<file path="src/rtl/snax_hwpe_periph_regfile.sv">
// snax_hwpe_periph_regfile: HWPE periph-port job register file with start/busy/done tracking.
module snax_hwpe_periph_regfile #(
  parameter int NumCfgRegs = 4,
  parameter int IdWidth    = 5
) (
  input  logic                    clk_i,
  input  logic                    rst_i,
  input  logic                    periph_req_i,
  output logic                    periph_gnt_o,
  input  logic [31:0]             periph_add_i,
  input  logic                    periph_wen_i,
  input  logic [3:0]              periph_be_i,
  input  logic [31:0]             periph_data_i,
  input  logic [IdWidth-1:0]      periph_id_i,
  output logic [31:0]             periph_r_data_o,
  output logic                    periph_r_valid_o,
  output logic [IdWidth-1:0]      periph_r_id_o,
  output logic                    start_o,
  input  logic                    done_i,
  output logic [32*NumCfgRegs-1:0] cfg_o,
  output logic                    busy_o,
  output logic                    irq_o
);
  typedef enum logic {IDLE, RUN} state_t;
  state_t state, state_next;
  logic [31:0] cfg [NumCfgRegs];
  logic [31:0] perf, rdata;
  logic [5:0] idx;
  logic in_range, rd, wr, enter, busy, done_sticky, irq_en;
  logic unused_addr_lsbs;
  assign unused_addr_lsbs = ^periph_add_i[1:0];
  assign idx = periph_add_i[7:2];
  assign in_range = periph_add_i[31:8] == '0 && {1'b0, idx} < 7'(4 + NumCfgRegs);
  assign periph_gnt_o = periph_req_i & ~periph_r_valid_o;
  assign rd = periph_gnt_o & periph_wen_i;
  assign wr = periph_gnt_o & ~periph_wen_i & in_range;
  assign busy = state == RUN;
  assign enter = !busy && wr && idx == 6'd0;
  assign busy_o = busy;
  assign irq_o = done_sticky & irq_en;
  for (genvar k = 0; k < NumCfgRegs; k++) begin : g_cfg
    assign cfg_o[32*k +: 32] = cfg[k];
  end
  always_comb state_next = !busy ? (enter ? RUN : IDLE) : (done_i ? IDLE : RUN);
  always_ff @(posedge clk_i) begin
    if (rst_i) state <= IDLE;
    else state <= state_next;
  end
  always_comb begin
    rdata = '0;
    if (in_range) begin
      rdata = idx == 6'd1 ? {30'b0, done_sticky, busy} :
              idx == 6'd2 ? {31'b0, irq_en} :
              idx == 6'd3 ? perf : '0;
      for (int k = 0; k < NumCfgRegs; k++)
        if (idx == 6'(4 + k)) rdata = cfg[k];
    end
  end
  // A done pulse outranks a same-cycle W1C so a completion is never lost.
  always_ff @(posedge clk_i) begin
    if (rst_i) begin
      start_o <= 1'b0;
      done_sticky <= 1'b0;
      irq_en <= 1'b0;
      perf <= '0;
      periph_r_valid_o <= 1'b0;
      periph_r_data_o <= '0;
      periph_r_id_o <= '0;
      for (int k = 0; k < NumCfgRegs; k++) cfg[k] <= '0;
    end else begin
      start_o <= enter;
      periph_r_valid_o <= rd;
      if (rd) begin
        periph_r_data_o <= rdata;
        periph_r_id_o <= periph_id_i;
      end
      perf <= enter ? '0 : (busy && perf != '1) ? perf + 32'd1 : perf;
      done_sticky <= enter ? 1'b0 :
                     (busy && done_i) ? 1'b1 :
                     (wr && idx == 6'd1 && periph_data_i[1]) ? 1'b0 : done_sticky;
      if (wr && idx == 6'd2) irq_en <= periph_data_i[0];
      for (int k = 0; k < NumCfgRegs; k++)
        if (wr && !busy && idx == 6'(4 + k))
          for (int b = 0; b < 4; b++)
            if (periph_be_i[b]) cfg[k][8*b +: 8] <= periph_data_i[8*b +: 8];
    end
  end
endmodule

</file>
<file path="config.mk">
export PLATFORM = sky130hd
export DESIGN_NAME = snax_hwpe_periph_regfile
export DESIGN_NICKNAME = d
export VERILOG_FILES = /design/src/rtl/snax_hwpe_periph_regfile.sv
export SDC_FILE = /design/constraint.sdc
export NUM_CORES = 1
export LEC_CHECK = 0
export ABC_AREA = 1
export BUFFER_PORTS_ARGS = -buffer_cell sky130_fd_sc_hd__buf_4
export CAP_MARGIN = 40
export CORE_ASPECT_RATIO = 0.5
export CORE_MARGIN = 5
export CORE_UTILIZATION = 45
export CTS_BUF_LIST = sky130_fd_sc_hd__clkbuf_2
export DETAILED_ROUTE_END_ITERATION = 16
export PLACE_DENSITY = 0.72
export SETUP_SLACK_MARGIN = 0.05
export SYNTH_ARGS = -nofsm -noshare
export SYNTH_HDL_FRONTEND = slang
export SYNTH_SLANG_ARGS = --single-unit
</file>
<file path="constraint.sdc">
create_clock -name clk_i -period 2.45 [get_ports clk_i]
set_clock_uncertainty 0.1 [all_clocks]
set_input_delay 0.49 -clock clk_i [delete_from_list [all_inputs] [get_ports clk_i]]
set_output_delay 0.49 -clock clk_i [all_outputs]
set_load 0.02 [all_outputs]
</file>
==> flow_summary.ini, run 1 <==
[clocking]
clock_sinks = 202
cts_made_buffers = 47
clk_pin_slew_ns = 0.12
htree_levels = 2
clock_latency_ns = 0.82
root_buffer = clkbuf_2
clockBufferDepth = 3
cts_tree = yes
post_cts_buffers = 0
cts_resized = 0

[placed_design]
dpl-instance-area_um2 = 12500
dpl.hpwl_mm = 26.6
placed_cells = 1768
gp_congestion = 1.04
io_buffer_count = 245

[global_route]
antenna_found_initial = 2
grt_overflow = 0
grt_pass1_wl_mm = 53.9
grt_pass1_vias = 9710
grt_max_degree = 69
grt.total_usage = 0.276

[floorplan]
core.rowCount = 38
start_util = 0.460
fp.dieH_um = 115
io_pins = 248
core-area_um2 = 21700
dieWidth_um = 221
design.die.area_um2 = 25500

[sta]
tightest_slew_ns = 0.541
hold_viol = 0
clock.fmax_ghz = 0.440
setup_viol = 0
fin_crit_ns = 2.27
period_share = 0.928
grt_setup_unrepaired = true
relSlewSlack = 0.639
slew_violations = 0
holdWs_ns = 0.0634

[power]
p_per_area_nw_per_um2 = 509
ir_drop_mv = 0.339
p_leak_nw = 5.76
power.total_mw = 6.82

[synth]
ys_seq_area_frac = 0.533
syn-num-nets = 1292
netlist.area_leader.share = 0.385
synth.avg_cell_area_um2 = 8.24
syn_area_um2 = 9990
postSynth.asyncResetShare = 0
postSynthCellCount = 1213
yosysTopAreaCell = edfxtp_1
yosys_register_bits = 202
post_synth_num_cell_types = 37
synth_edf_count = 128
synth_area_leaders = edfxtp_1 (38%), dfxtp_1 (15%), nand2_1 (10%)
synth_top_flop_cell = edfxtp_1
synth-warning-count = 0

[worst_setup_path]
crit_arrival_ns = 2.80
path_cells = inv_1 > nand2_1 > nor2_1 > nand2_1 > nor2_2 > nand3_1 > nor2_2 > nand3_2 > nor2_1
crit_path_end_kind = register
worstSetupStartpointType = register
slowest_stage = nor2_2
r2r-start = periph_r_valid_o
critPathBufInv = 1
crit_path_end = cfg[2][26]
cp.depth = 9
crit_start = periph_r_valid_o
critical_path_required_ns = 2.98
cp_max_fo = 8
path_delay_family = simple AND/OR/NAND/NOR gates
rr_worst_depth = 9
crit_path_max_incr_delay_ns = 0.35
critPathKind = reg2reg
r2r_end = cfg[2][26]
r2r_slack_ns = 0.18

[drt]
drt-initial-drc-count = 1068
drt-wirelength-per-cell_um = 19.1
drtPass1Iterations = 6
dr_total_vias = 10146
final_antenna_net_count = 0
drc_errors = 0
wl_mm = 36.3
avgViaCountPerCell = 5.34

[finish]
drive_gt1_frac = 0.260
layout_common_cells = buf_4 (297), nand2_1 (277), nor2_1 (260), edfxtp_1 (128), nand3_1 (111)
multi_input_area_um2 = 4120
final_common_cell = buf_4
fin_cells = 1900
final_area_um2 = 13400
area_growth_pct = 34.1
nFillCells = 1899
seq_area_um2 = 5330
nets = 1641

[outcome]
status = finished, final reports clean

[hold_path]
hold_class = in2reg

[run]
cap_violations = 0
## power breakdown
part | switching, mW | leakage [nW] | internal, mW
clock | 1.43 | 0.332 | 0.942
combinational | 0.420 | 3.52 | 0.291
sequential | 0.0597 | 1.91 | 3.68
total | 1.91 | 5.76 | 4.92
## cell usage after synthesis, types with 11 or more instances
| cell type | instances |
|---|---|
| a21oi_1 | 41 |
| and2_1 | 27 |
| buf_2 | 18 |
| clkbuf_1 | 21 |
| dfxtp_1 | 74 |
| edfxtp_1 | 128 |
| inv_1 | 77 |
| nand2_1 | 277 |
| nand3_1 | 111 |
| nand3_2 | 17 |
| nor2_1 | 260 |
| o211ai_1 | 28 |
| o21ai_0 | 28 |
| o21ai_1 | 27 |
| xor2_1 | 11 |
## routing by layer
metal	vias up	share of wire	wire length, um	GRT usage
li1	4731	-	-	-
met1	4835	0.39	14100	0.360
met2	492	0.47	17100	0.440
met3	86	0.11	3960	0.0845
met4	2	0.030	1090	0.102
met5	-	0.00019	7	0
## layout make-up
| cell class | count | area share |
|---|---|---|
| Sequential cell | 202 | 0.398 |
| Multi-Input combinational cell | 880 | 0.307 |
| Clock buffer | 66 | 0.0247 |
| Tap cell | 300 | 0.0280 |
| Timing Repair Buffer | 348 | 0.209 |
| Clock inverter | 20 | 0.00990 |
| Inverter | 83 | 0.0233 |
| Antenna cell | 1 | 0.000187 |
## stage by stage
| step | util | TNS (ns) | worst slack [ns] |
|---|---|---|---|
| 6_report | 0.616 | 0 | 0.175 |
| 5_1_grt | 0.616 | 0 | 0.0345 |
| 4_1_cts | 0.616 | 0 | 0.144 |
| 3_5_place_dp | 0.574 | -21.26 | -0.168 |
| 3_3_place_gp | 0.574 | -14.36 | -0.139 |
| 2_1_floorplan | - | -2.93 | -0.0917 |
## flip-flops by register name (all words and copies together) (netlist names)
signal	count
periph_r_valid_o	1
done_sticky	1
busy_o	1
periph_r_id_o	5
periph_r_data_o	32
start_o	1
perf	32
cfg	128
irq_en	1
## what timing repair did
action,CTS,global route
hold endpoints to repair,141,0
hold buffers,45,0
setup endpoints to repair,0,3
## worst reg2reg max path, delay by kind of cell (launching register included)
family | cells | cell delay (ns)
and+or+nand+nor | 8 | 1.64
DFF | 1 | 0.33
buffers and inverters | 1 | 0.05
## worst min-delay path by stage
| stage | from | endpoint | slack, ns | depth (start not counted) |
|---|---|---|---|---|
| 2_1_floorplan | done_sticky | done_sticky | 0.36 | 2 |
| 4_1_cts | periph_add_i[2] | irq_en | 0.008 | 5 |
| 3_3_place_gp | periph_r_id_o[3] | periph_r_id_o[3] | 0.35 | 2 |
| 5_1_grt | periph_be_i[3] | cfg[0][28] | 0.03 | 3 |
| 3_5_place_dp | periph_r_id_o[0] | periph_r_id_o[0] | 0.36 | 2 |
| 6_report | periph_add_i[2] | irq_en | 0.06 | 5 |
## cells by family (layout without fill, tap and decap cells)
| kind of cell | Yosys count | count (layout) | share of synthesized area |
|---|---|---|---|
| adders and majority gates | 1 | 1 | 0.00125 |
| buffers and inverters | 131 | 517 | 0.0556 |
| and+or+nand+nor | 733 | 733 | 0.323 |
| DFF | 202 | 202 | 0.533 |
| AOI/OAI and AO/OA | 129 | 129 | 0.0723 |
| xor gates and xnor gates | 17 | 17 | 0.0149 |
| other | 0 | 1 | 0 |
Note: power is estimated with default switching activity, not from simulation.
==> inputs of run 2 (changes only) <==
--- a/config.mk
+++ b/config.mk
@@ -13,7 +13,8 @@
 export CORE_UTILIZATION = 45
 export CTS_BUF_LIST = sky130_fd_sc_hd__clkbuf_2
 export DETAILED_ROUTE_END_ITERATION = 16
-export PLACE_DENSITY = 0.72
+export PLACE_DENSITY = 0.69
+export REMOVE_ABC_BUFFERS = 1
 export SETUP_SLACK_MARGIN = 0.05
 export SYNTH_ARGS = -nofsm -noshare
 export SYNTH_HDL_FRONTEND = slang
==> constraint.sdc (replaced) <==
create_clock -name clk_i -period 2.79 [get_ports clk_i]
set_clock_uncertainty 0.1 [all_clocks]
set_input_delay 0.558 -clock clk_i [delete_from_list [all_inputs] [get_ports clk_i]]
set_output_delay 0.558 -clock clk_i [all_outputs]
set_load 0.02 [all_outputs]
==> run 2 against run 1 <==
- sequential power fell by 12%
- total power decreased by 14%
- register-to-register slack improved by 0.44 ns
- critical path type is now reg2out
- worst hold slack improved by 0.043 ns
- highest routed layer is now met4
- final area down 1.6%
- sequential share of layout area up 0.65 points
- setup slack better by 0.37 ns
- flip-flop and latch count did not move
- die area did not move
- global-route usage increased by 0.057 points
==> flow_summary.ini, run 2 (synthesis results as in run 1) <==
[global_route]
grt_overflow = 0
grt_pass1_vias = 9580
antenna_found_initial = 1
grt_pass1_wl_mm = 54.0
grt.total_usage = 0.277
grt_max_degree = 48

[worst_setup_path]
crit_arrival_ns = 1.58
critical_path_required_ns = 2.13
r2r-start = periph_r_valid_o
critPathBufInv = 3
crit_path_max_incr_delay_ns = 0.32
critPathKind = reg2out
r2r_end = cfg[2][1]
worstSetupStartpointType = register
crit_path_end = periph_gnt_o
path_cells = inv_1 > nand2_1 > inv_1 > buf_4
rr_worst_depth = 9
path_common_cell = inv_1
r2r_slack_ns = 0.62
crit_path_end_kind = output pin
cp_max_fo = 7
path_delay_family = buffers and inverters
cp.depth = 4
slowest_stage = dfxtp_1
crit_start = periph_r_valid_o

[clocking]
clock_sinks = 202
clockBufferDepth = 3
htree_levels = 2
cts_made_buffers = 45
root_buffer = clkbuf_2
clk_pin_slew_ns = 0.11
clock_latency_ns = 0.76
cts_tree = yes

[power]
ir_drop_mv = 0.240
p_leak_nw = 5.64
p_per_area_nw_per_um2 = 446
power.total_mw = 5.88

[floorplan]
design.die.area_um2 = 25500
core.rowCount = 38
start_util = 0.460
fp.dieH_um = 115
io_pins = 248
dieWidth_um = 221
core-area_um2 = 21700

[finish]
multi_input_area_um2 = 4120
fin_cells = 1874
drive_gt1_frac = 0.259
largest_reg_flops = 128
final_area_um2 = 13200
top_regs = cfg (128), perf (32), periph_r_data_o (32)
regMostFlops = cfg
seq_area_um2 = 5330
final_common_cell = buf_4
nets = 1620
layout_common_cells = buf_4 (285), nand2_1 (277), nor2_1 (260), edfxtp_1 (128), nand3_1 (111)
area_growth_pct = 31.9
nFillCells = 1930

[drt]
drc_errors = 0
drt-initial-drc-count = 1034
drt-wirelength-per-cell_um = 19.2
final_antenna_net_count = 0
avgViaCountPerCell = 5.28
wl_mm = 36.0
drtPass1Iterations = 7
dr_total_vias = 9901

[placed_design]
dpl.hpwl_mm = 26.0
gp_congestion = 0.916
dpl-instance-area_um2 = 12400
placed_cells = 1755
io_buffer_count = 245

[sta]
tightest_slew_ns = 0.558
fin_crit_ns = 2.24
slew_violations = 0
clock.fmax_ghz = 0.446
relSlewSlack = 0.628
setup_viol = 0
hold_viol = 0
period_share = 0.804
grt_setup_unrepaired = false

[outcome]
status = finished, final reports clean

[run]
cap_violations = 0

[hold_path]
hold_class = in2reg
-- run 2: cell types whose count changed in the layout (fill, tap and decap cells not counted) --
cell,previous run,this run
dlygate4sd3_1,45,39
o21ai_1,39,27
buf_4,297,285
bufinv_16,2,1
clkbuf_2,66,71
clkinv_1,16,4
o21ai_0,16,28
clkinv_2,1,2
buf_12,6,5
-- run 2: through the flow --
stage          setup slack (ns)  utilization  TNS, ns  hold slack [ns]
2_1_floorplan            -0.612            -  -116.47            0.362
3_3_place_gp              0.169        0.569        0            0.350
3_5_place_dp              0.163        0.569        0            0.360
4_1_cts                   0.486        0.606        0           0.0360
5_1_grt                   0.369        0.607        0           0.0418
6_report                  0.548        0.607        0            0.106
-- run 2: routing by layer --
layer | share of wire | GRT usage | routed length [um]
met4 | 0.025 | 0.0784 | 902
met3 | 0.11 | 0.0850 | 3820
met2 | 0.46 | 0.444 | 16700
met1 | 0.41 | 0.367 | 14600
met5 | 0 | 0 | 0
-- run 2: where the power goes --
| part | total, mW | leakage, nW | internal, mW | switching (mW) |
|---|---|---|---|---|
| Clock | 1.98 | 0.323 | 0.757 | 1.23 |
| Sequential | 3.29 | 1.91 | 3.23 | 0.0528 |
| Combinational | 0.611 | 3.41 | 0.246 | 0.365 |
| Total | 5.88 | 5.64 | 4.24 | 1.65 |
-- run 2: worst reg2reg max path, cell delays in order (launching register included) --
cell and delay (ns):
dfxtp_1 0.32, inv_1 0.05, nand2_1 0.09, nor2_1 0.12, nand2_1 0.07, nor2_2 0.21, nand3_1 0.30, nor2_2 0.35
nand3_2 0.27, nor2_1 0.17
-- run 2: layout make-up --
cell class / instances / share of cell area
Timing Repair Buffer: 329 / 0.200
Clock buffer: 71 / 0.0270
Inverter: 83 / 0.0236
Clock inverter: 8 / 0.00475
Sequential cell: 202 / 0.404
Tap cell: 300 / 0.0285
Multi-Input combinational cell: 880 / 0.312
Antenna cell: 1 / 0.000190
-- run 2: worst min-delay path by stage --
stage | start | endpoint | slack (ns) | depth (start not counted)
3_3_place_gp | periph_r_id_o[3] | periph_r_id_o[3] | 0.35 | 2
3_5_place_dp | periph_r_id_o[1] | periph_r_id_o[1] | 0.36 | 2
2_1_floorplan | done_sticky | done_sticky | 0.36 | 2
6_report | periph_data_i[1] | cfg[3][1] | 0.11 | 3
5_1_grt | periph_data_i[1] | cfg[3][1] | 0.04 | 3
4_1_cts | periph_data_i[1] | cfg[3][1] | 0.04 | 3
-- run 2: repair_timing --
action	in CTS	in global routing
endpoints found under the hold margin	125	0
buffers inserted	0	0
gates resized for setup	0	0
hold buffers	39	0
